`config.mk`:
```
export PLATFORM = sky130hd
export DESIGN_NAME = inst_prefetch_buffer
export DESIGN_NICKNAME = d
export VERILOG_FILES = /design/src/rtl/inst_prefetch_buffer_pkg.sv /design/src/rtl/inst_prefetch_buffer_fifo.sv /design/src/rtl/inst_prefetch_buffer.sv
export SDC_FILE = /design/constraint.sdc
export NUM_CORES = 1
export LEC_CHECK = 0
export CORE_ASPECT_RATIO = 0.7
export CORE_MARGIN = 2
export CORE_UTILIZATION = 60
export DETAILED_ROUTE_END_ITERATION = 12
export GPL_TIMING_DRIVEN = 0
export PLACE_DENSITY = 0.86
export SLEW_MARGIN = 40
export SYNTH_ARGS = -nofsm -noshare
export SYNTH_HDL_FRONTEND = slang
export SYNTH_SLANG_ARGS = --single-unit
```
`constraint.sdc`:
```
create_clock -name clk -period 11.8 [get_ports clk]
set_clock_uncertainty 0.05 [all_clocks]
set_input_delay 2.36 -clock clk [delete_from_list [all_inputs] [get_ports clk]]
set_output_delay 2.36 -clock clk [all_outputs]
set_load 0.05 [all_outputs]
```
`src/rtl/inst_prefetch_buffer_pkg.sv`:
```
// Shared fetch-pipeline constants, fetch FSM encodings and the buffered entry layout.
package inst_prefetch_buffer_pkg;

    localparam int XLEN   = 32;
    localparam int INST_W = 32;

    localparam logic [XLEN-1:0] PC_STEP = 32'd4;

    localparam logic [0:0] ST_FETCH = 1'b0;
    localparam logic [0:0] ST_DRAIN = 1'b1;

    typedef struct packed {
        logic [XLEN-1:0]   pc;
        logic [INST_W-1:0] inst;
    } entry_t;

endpackage

```
`src/rtl/inst_prefetch_buffer_fifo.sv`:
```
// prefetch_fifo: synchronous FIFO of {pc, inst} entries with a single-cycle flush.
// Latency: a write is visible at the head the cycle after; head reads as zero when empty.
// Backpressure: none internally; a write while full is dropped unless a read frees the slot.
module prefetch_fifo
    import inst_prefetch_buffer_pkg::*;
#(
    parameter int DEPTH = 4
) (
    input  logic                       clk,
    input  logic                       rst,
    input  logic                       flush_i,
    input  logic                       wr_en_i,
    input  entry_t                     wr_dat_i,
    input  logic                       rd_en_i,
    output entry_t                     rd_dat_o,
    output logic [$clog2(DEPTH):0]     count_o,
    output logic                       empty_o,
    output logic                       full_o
);

    localparam int PTR_W = $clog2(DEPTH);
    localparam int CNT_W = PTR_W + 1;

    entry_t             mem_q [DEPTH];
    logic [PTR_W-1:0]   wr_ptr_q, wr_ptr_d;
    logic [PTR_W-1:0]   rd_ptr_q, rd_ptr_d;
    logic [CNT_W-1:0]   cnt_q, cnt_d;
    logic               do_wr, do_rd;

    assign empty_o  = (cnt_q == '0);
    assign full_o   = (cnt_q == CNT_W'(DEPTH));
    assign count_o  = cnt_q;
    assign do_rd    = rd_en_i & ~empty_o;
    assign do_wr    = wr_en_i & (~full_o | do_rd);
    assign rd_dat_o = empty_o ? '0 : mem_q[rd_ptr_q];

    always_comb begin
        wr_ptr_d = wr_ptr_q;
        rd_ptr_d = rd_ptr_q;
        cnt_d    = cnt_q;
        if (flush_i) begin
            wr_ptr_d = '0;
            rd_ptr_d = '0;
            cnt_d    = '0;
        end else begin
            if (do_wr) wr_ptr_d = wr_ptr_q + PTR_W'(1);
            if (do_rd) rd_ptr_d = rd_ptr_q + PTR_W'(1);
            cnt_d = cnt_q + CNT_W'(do_wr) - CNT_W'(do_rd);
        end
    end

    always_ff @(posedge clk or posedge rst) begin
        if (rst) begin
            wr_ptr_q <= '0;
            rd_ptr_q <= '0;
            cnt_q    <= '0;
        end else begin
            wr_ptr_q <= wr_ptr_d;
            rd_ptr_q <= rd_ptr_d;
            cnt_q    <= cnt_d;
        end
    end

    // Storage carries no reset; validity is tracked entirely by the count.
    always_ff @(posedge clk) begin
        if (do_wr && !flush_i) mem_q[wr_ptr_q] <= wr_dat_i;
    end

endmodule

```
`src/rtl/inst_prefetch_buffer.sv`:
```
// Decoupled in-order instruction prefetcher with redirect flush; PREFETCH_BYPASS_EN adds same-cycle forwarding.
// Latency: response to head in 1 cycle (0 cycles through the bypass when the buffer is empty).
// Backpressure: requests are throttled so buffered + outstanding never exceeds DEPTH, and outstanding never exceeds MAX_OUTST.
module inst_prefetch_buffer
    import inst_prefetch_buffer_pkg::*;
#(
    parameter int          DEPTH     = 4,
    parameter int          MAX_OUTST = 2,
    parameter logic [31:0] RESET_PC  = 32'h0
) (
    input  logic        clk,
    input  logic        rst,
    input  logic        redirect_i,
    input  logic [31:0] redirect_pc_i,
    input  logic        deq_i,
    output logic        inst_valid_o,
    output logic [31:0] inst_o,
    output logic [31:0] inst_pc_o,
    output logic [31:0] inst_pcplus_o,
    output logic        mem_req_o,
    output logic [31:0] mem_addr_o,
    input  logic        mem_gnt_i,
    input  logic        mem_rvalid_i,
    input  logic [31:0] mem_rdata_i
);

    localparam int CNT_W = $clog2(DEPTH) + 1;

    logic [0:0]      state_q, state_d;
    logic [XLEN-1:0] fetch_pc_q, fetch_pc_d;
    logic [XLEN-1:0] rsp_pc_q, rsp_pc_d;
    logic [CNT_W-1:0] outst_q, outst_d;
    logic [CNT_W-1:0] stale_q, stale_d;

    logic       in_fetch, acc, rv_live, rv_stale, byp;
    logic       fifo_wr, fifo_rd, fifo_empty, fifo_full;
    logic [CNT_W-1:0] fifo_cnt;
    entry_t     fifo_wdat, fifo_head, head;
    logic       unused_pc_lsb;

    assign unused_pc_lsb = ^redirect_pc_i[1:0];

    assign in_fetch = (state_q == ST_FETCH);
    assign rv_live  = mem_rvalid_i & in_fetch;
    assign rv_stale = mem_rvalid_i & ~in_fetch;

    assign mem_req_o  = ~rst & in_fetch & ~redirect_i
                      & (int'(fifo_cnt) + int'(outst_q) < DEPTH)
                      & (int'(outst_q) < MAX_OUTST);
    assign mem_addr_o = fetch_pc_q;
    assign acc        = mem_req_o & mem_gnt_i;

`ifdef PREFETCH_BYPASS_EN
    assign byp = fifo_empty & rv_live & ~redirect_i;
`else
    assign byp = 1'b0;
`endif

    // rsp_pc_q is the PC of the oldest outstanding request, so it labels the next live response.
    assign fifo_wdat = '{pc: rsp_pc_q, inst: mem_rdata_i};
    assign fifo_wr   = rv_live & ~redirect_i & ~(byp & deq_i) & (~fifo_full | fifo_rd);
    assign fifo_rd   = deq_i & ~fifo_empty & ~redirect_i;

    prefetch_fifo #(.DEPTH(DEPTH)) u_fifo (
        .clk      (clk),
        .rst      (rst),
        .flush_i  (redirect_i),
        .wr_en_i  (fifo_wr),
        .wr_dat_i (fifo_wdat),
        .rd_en_i  (fifo_rd),
        .rd_dat_o (fifo_head),
        .count_o  (fifo_cnt),
        .empty_o  (fifo_empty),
        .full_o   (fifo_full)
    );

    assign head          = byp ? fifo_wdat : fifo_head;
    assign inst_valid_o  = ~fifo_empty | byp;
    assign inst_o        = head.inst;
    assign inst_pc_o     = head.pc;
    assign inst_pcplus_o = inst_valid_o ? head.pc + PC_STEP : '0;

    always_comb begin
        fetch_pc_d = fetch_pc_q;
        rsp_pc_d   = rsp_pc_q;
        stale_d    = stale_q;
        if (acc)      fetch_pc_d = fetch_pc_q + PC_STEP;
        if (rv_live)  rsp_pc_d   = rsp_pc_q + PC_STEP;
        if (rv_stale) stale_d    = stale_q - CNT_W'(1);
        outst_d = outst_q + CNT_W'(acc) - CNT_W'(rv_live);
        // Whatever is still in flight after this edge can only come back as garbage.
        if (redirect_i) begin
            fetch_pc_d = {redirect_pc_i[31:2], 2'b00};
            rsp_pc_d   = {redirect_pc_i[31:2], 2'b00};
            stale_d    = stale_d + outst_d;
            outst_d    = '0;
        end
        state_d = (stale_d != '0) ? ST_DRAIN : ST_FETCH;
    end

    always_ff @(posedge clk or posedge rst) begin
        if (rst) begin
            state_q    <= ST_FETCH;
            fetch_pc_q <= RESET_PC;
            rsp_pc_q   <= RESET_PC;
            outst_q    <= '0;
            stale_q    <= '0;
        end else begin
            state_q    <= state_d;
            fetch_pc_q <= fetch_pc_d;
            rsp_pc_q   <= rsp_pc_d;
            outst_q    <= outst_d;
            stale_q    <= stale_d;
        end
    end

endmodule
```
==> results of run 1 <==
==> how the worst min path moves through the flow <==
| stage | slack, ns | to | depth (start not counted) | start |
|---|---|---|---|---|
| detailed placement | 0.49 | u_fifo.wr_ptr_q[0] | 1 | u_fifo.wr_ptr_q[0] |
| CTS | 0.50 | u_fifo.wr_ptr_q[0] | 1 | u_fifo.wr_ptr_q[0] |
| global placement | 0.48 | u_fifo.wr_ptr_q[0] | 1 | u_fifo.wr_ptr_q[0] |
| global route | 0.53 | mem_addr_o[21] | 1 | mem_addr_o[21] |
| floorplan | 0.44 | u_fifo.mem_q[0][63] | 0 | rsp_pc_q[31] |
| finish | 0.50 | u_fifo.wr_ptr_q[0] | 1 | u_fifo.wr_ptr_q[0] |
==> registers in the layout, summed over array words and instances (netlist names) <==
signal           cells
u_fifo.mem_q       248
outst_q              3
u_fifo.count_o       3
rsp_pc_q            30
stale_q              3
u_fifo.rd_ptr_q      2
mem_addr_o          30
u_fifo.wr_ptr_q      2
state_q              1
==> stage by stage <==
step	cell area, sq um	total power [mW]	util	worst slack (ns)
6_report	18200	3.84	0.744	4.37
5_1_grt	18200	3.98	0.744	4.21
4_1_cts	18200	3.85	0.744	4.43
3_5_place_dp	17300	2.98	0.709	5.02
3_3_place_gp	17200	2.95	0.703	4.90
2_1_floorplan	14900	2.44	-	5.82
==> cells by family (layout without fill, tap and decap cells) <==
group | count (synthesis) | after routing | share of synthesized area
flip-flops | 322 | 322 | 0.627
XOR/XNOR | 59 | 59 | 0.0348
buffers and inverters | 81 | 332 | 0.0281
AO/OA/AOI/OAI | 107 | 107 | 0.0446
adder cells (fa/ha/maj) | 19 | 19 | 0.0175
multiplexers | 90 | 90 | 0.122
AND/OR/NAND/NOR | 348 | 348 | 0.126
other | 1 | 6 | 0.000253
==> area by class of cell <==
type | instances | area, sq um | share of cell area
timing repair buffer | 197 | 2040 | 0.112
buffer | 51 | 304 | 0.0167
clock inverter | 12 | 58.8 | 0.00323
sequential | 322 | 9300 | 0.511
clock buffer | 42 | 808 | 0.0444
inverter | 30 | 118 | 0.00647
multi-input combinational | 629 | 5150 | 0.283
tap | 325 | 407 | 0.0224
==> placed cells by master (no fill, tap or decap), drive strengths merged, types with 3 or more instances in the layout <==
cell type and n:
dfrtp 74, clkinv 10, xor2 23, edfxtp 248, mux2 18, fa 3
nor3 17, nand4b 3, o311ai 11, nand3 36, buf 36, or3 7
nor2 60, and2 76, and4 6, and3 12, o211ai 8, nand2 86
clkbuf 63, inv 31, nand4 24, o21ai 51, a31oi 8, clkdlybuf4s50 191
xnor2 36, mux2i 3, ha 16, a21oi 18, nor2b 6, mux4 69
nor4 7, a21o 4, conb 6
==> synth_stat cells, types with 7 or more instances <==
master | number | area (sq um)
edfxtp_1 | 248 | 7450
nand2_1 | 86 | 323
dfrtp_1 | 74 | 1850
and2_1 | 73 | 457
mux4_2 | 65 | 1460
nor2_1 | 59 | 221
o21ai_0 | 50 | 250
nand3_1 | 36 | 180
xnor2_1 | 36 | 315
inv_1 | 29 | 109
nand4_1 | 23 | 144
xor2_1 | 23 | 201
clkbuf_1 | 21 | 78.8
a21oi_1 | 18 | 90.1
ha_1 | 16 | 200
mux2_2 | 13 | 146
nor3_1 | 13 | 65.1
and3_1 | 10 | 62.6
buf_4 | 10 | 75.1
o311ai_0 | 9 | 78.8
a31oi_1 | 8 | 50.1
o211ai_1 | 7 | 52.6
or3_1 | 7 | 43.8
==> power by group through the flow <==
| stage | Sequential, mW | Clock, mW | Combinational, mW |
|---|---|---|---|
| global route | 1.35 | 0.922 | 1.71 |
| CTS | 1.34 | 0.878 | 1.63 |
| floorplan | 1.38 | 0 | 1.06 |
| finish | 1.34 | 0.874 | 1.63 |
| detailed placement | 1.36 | 0 | 1.62 |
| global placement | 1.36 | 0 | 1.59 |
==> routing by layer <==
layer / GRT usage / vias up / share of wire
met1: 0.443 / 4889 / 0.42
met4: 0.0697 / 0 / 0.022
met2: 0.440 / 668 / 0.45
met3: 0.0508 / 59 / 0.11
li1: - / 4327 / -
met5: 0 / - / 0
==> worst max-delay path, cell delays in order (launching register included) <==
cell             delay [ns]
dfrtp_1                0.46
nor3_2                 0.14
inv_1                  0.30
clkbuf_1               0.67
clkbuf_1               0.42
and2_1                 0.25
ha_1                   0.25
and2_4                 0.18
o211ai_4               0.13
nor3_2                 0.43
and3_4                 0.25
mux2_4                 0.29
clkdlybuf4s50_1        0.70
==> flow_summary.yaml, run 1 <==
clock_tree:
  ctsResizeCount: 0
  cts_buffers: 29
  hold_buffers: 0
  worstSkewPairLatency_ns: 0.54
  cts_sinks: 322
  cts.htree.levels: 1
  clockBufferDepth: 3
  ctsRootBufferMaster: "clkbuf_16"
  post_cts_buffers: 0
  cts_tree: "yes"
  clkTransAtPathRegs_ns: 0.07
pwr:
  pwr-share-clk: 0.228
  p_leak_nw: 6.19
  power_density_nw_per_um2: 211
  seq_power_share: 0.349
  netSwitchingFraction: 0.394
  power_switching_mw: 1.52
  p_int_mw: 2.33
  combPwrFrac: 0.423
  irDropWorstVdd_mv: 0.198
timing:
  worst_slew_pin_slew_ns: 0.825
  grt_setup_unrepaired: "no"
  max_freq_mhz: 135
  finalHoldViolations: 0
  slew_violations: 0
  setup_viol: 0
  finalSetupTns_ns: 0
  whs_ns: 0.497
  slew_headroom: 0.450
  min_period_over_period: 0.630
  min_period_ns: 7.43
floorplan:
  dieArea_sq_um: 26000
  ioPinCount: 200
  dieWidth_um: 192
  core.rowCount: 48
  initial_utilization: 0.607
  core_sq_um: 24400
  chipHeight_um: 136
setup_path:
  crit_path_end: "inst_pcplus_o[22]"
  worstSetupPathType: "reg2out"
  end_kind: "output port"
  worstPathMaxFanout: 10
  cp.arrival_ns: 5.02
  worstReg2RegStart: "u_fifo.count_o[1]"
  cp-startpoint: "u_fifo.count_o[1]"
  rr_worst_depth: 18
  r2r_end: "state_q"
  cp-start-kind: "register"
  rrSetupSlack_ns: 7.30
  required_ns: 9.39
synthesis:
  yosysWarningCount: 0
  synth-edff-count: 248
  synth_area_sq_um: 14800
  ys.flop_type: "edfxtp_1"
  synthArstFlopShare: 0.230
  seq_area_frac_synth: 0.627
  synthCells: 1027
  ys_ff_latch: 322
  synth_cell_types: 67
  avgSynthCellArea_sq_um: 14.4
global_route:
  grt_overflow: 0
  grt_pass1_wl_um: 56500
  grt_max_degree: 52
  grt_pass1_vias: 9799
  antenna_found_initial: 0
  grtUsageTotal: 0.290
final_layout:
  syn_to_final_growth_pct: 22.6
  n_antenna_cell: 0
  nNetsFinal: 1349
  fin_cells: 1608
  drive_gt1_frac: 0.135
  fill_cells: 1482
flow_run:
  drv_cap: 0
route:
  wl_um: 36900
  first_pass_iters: 5
  wl_per_cell_um: 23.0
  vias: 9943
  drc_errors: 0
  drtIter0Drc: 1213
  vias_per_cell: 6.18
  detail-route-antenna-nets: 0
place:
  dp.cells: 1554
  io_buffers: 191
  gp_congestion: 0.904
  hpwl_um: 25600
hold_path:
  hold_class: "reg2reg"
status:
  outcome: "finished, final reports clean"
(Power assumes the default switching activity.)
==> run 2, diff against run 1 <==
CORE_UTILIZATION = 50   (was 60)
PLACE_DENSITY = 0.77   (was 0.86)
clock period = 6.7 ns   (was 11.8 ns; I/O delays follow)
==> flow_summary.yaml, run 2 (synthesis gave the netlist of run 1 again) <==
floorplan:
  core_sq_um: 29000
  dieWidth_um: 210
  initial_utilization: 0.511
  chipHeight_um: 148
  ioPinCount: 200
  core.rowCount: 52
  dieArea_sq_um: 31100
clock_tree:
  clkTransAtPathRegs_ns: 0.06
  ctsResizeCount: 0
  cts_buffers: 30
  worstSkewPairLatency_ns: 0.56
  cts_tree: "yes"
  cts_sinks: 322
  clockBufferDepth: 3
  cts.htree.levels: 1
  hold_buffers: 0
  post_cts_buffers: 0
  ctsRootBufferMaster: "clkbuf_16"
pwr:
  p_leak_nw: 6.29
  pwr-share-clk: 0.250
  power_density_nw_per_um2: 379
  combPwrFrac: 0.412
  power_switching_mw: 2.71
  seq_power_share: 0.338
  netSwitchingFraction: 0.388
  p_int_mw: 4.27
  irDropWorstVdd_mv: 0.220
global_route:
  grt_max_degree: 46
  grt_overflow: 0
  grt_pass1_wl_um: 57000
  grt_pass1_vias: 9569
  grtUsageTotal: 0.241
  antenna_found_initial: 0
route:
  vias_per_cell: 5.92
  detail-route-antenna-nets: 0
  drc_errors: 0
  drtIter0Drc: 1112
  first_pass_iters: 5
  wl_um: 37400
  wl_per_cell_um: 22.5
  vias: 9856
setup_path:
  cpMostUsedCell: "clkbuf_1"
  worstPathMaxFanout: 10
  cp-start-kind: "register"
  cp_num_buf_inv: 4
  cp_slowest_stage_delay_ns: 0.71
  required_ns: 5.31
  cp.arrival_ns: 5.05
  cpLargestDelayFamily: "buffers and inverters"
  rrSetupSlack_ns: 2.24
  worstSetupPathType: "reg2out"
  end_kind: "output port"
  crit_chain: "nor3_1, inv_1, clkbuf_1, clkbuf_1, and2_1, ha_1, and2_4, o211ai_4, nor3_2, and3_4, mux2_4, clkdlybuf4s50_1"
  cp_slowest_cell: "clkdlybuf4s50_1"
timing:
  worst_slew_pin_slew_ns: 0.816
  max_freq_mhz: 155
  finalSetupTns_ns: 0
  slew_violations: 0
  min_period_ns: 6.44
  finalHoldViolations: 0
  min_period_over_period: 0.961
  slew_headroom: 0.452
  setup_viol: 0
  grt_setup_unrepaired: "no"
final_layout:
  layout_commonest_cell: "edfxtp_1"
  largest_register_ffs: 248
  regMostFlops: "u_fifo.mem_q"
  fin_cells: 1664
  n_antenna_cell: 0
  final_cell_mix: "edfxtp_1, clkdlybuf4s50_1, nand2_1, dfrtp_1, and2_1"
  syn_to_final_growth_pct: 24.2
  fill_cells: 2098
  nNetsFinal: 1352
  drive_gt1_frac: 0.145
flow_run:
  drv_cap: 0
place:
  io_buffers: 191
  hpwl_um: 26800
  gp_congestion: 0.906
  dp.cells: 1609
status:
  outcome: "finished, final reports clean"
hold_path:
  hold_class: "reg2reg"
==> run 2: final timing paths <==
check                                  start                 to  depth (start not counted)
setup / recovery           u_fifo.count_o[1]  inst_pcplus_o[22]                         12
hold / removal                mem_addr_o[25]     mem_addr_o[25]                          1
setup reg to reg           u_fifo.count_o[1]            state_q                         18
hold reg to reg               mem_addr_o[25]     mem_addr_o[25]                          1
max in group asynchronous                rst       rsp_pc_q[27]                          3
min in group asynchronous                rst      mem_addr_o[7]                          2
==> run 2: power by group through the flow <==
stage          clock (mW)  combinational [mW]  sequential [mW]
2_1_floorplan           0                1.87             2.44
3_3_place_gp            0                2.84             2.39
3_5_place_dp            0                2.88             2.40
4_1_cts              1.77                2.89             2.36
5_1_grt              1.85                3.02             2.37
6_report             1.74                2.88             2.36
==> run 2: area by class of cell <==
| cell class | instances | area, sq um | area share |
|---|---|---|---|
| Clock inverter | 19 | 213 | 0.0115 |
| Timing Repair Buffer | 199 | 2080 | 0.113 |
| Tap cell | 378 | 473 | 0.0257 |
| Clock buffer | 36 | 795 | 0.0431 |
| Buffer | 51 | 304 | 0.0165 |
| Multi-Input combinational cell | 629 | 5150 | 0.279 |
| Sequential cell | 322 | 9300 | 0.505 |
| Inverter | 30 | 118 | 0.00638 |
==> run 2: metal layers <==
layer / share of wire / global-route usage / vias to the layer above / wire (um)
met5: 0 / 0 / - / 0
met4: 0.013 / 0.0454 / 0 / 480
met3: 0.10 / 0.0498 / 41 / 3900
met2: 0.44 / 0.352 / 597 / 16400
met1: 0.44 / 0.379 / 4870 / 16600
li1: - / - / 4348 / -
==> run 2: stage by stage <==
step / util / cell area, sq um / power [mW] / hold WS, ns / setup WS [ns]
2_1_floorplan: - / 14900 / 4.31 / 0.444 / 1.74
3_3_place_gp: 0.594 / 17200 / 5.23 / 0.477 / 0.891
3_5_place_dp: 0.600 / 17400 / 5.28 / 0.485 / 0.872
4_1_cts: 0.635 / 18400 / 7.02 / 0.515 / 0.242
5_1_grt: 0.635 / 18400 / 7.24 / 0.549 / 0.147
6_report: 0.635 / 18400 / 6.98 / 0.511 / 0.261
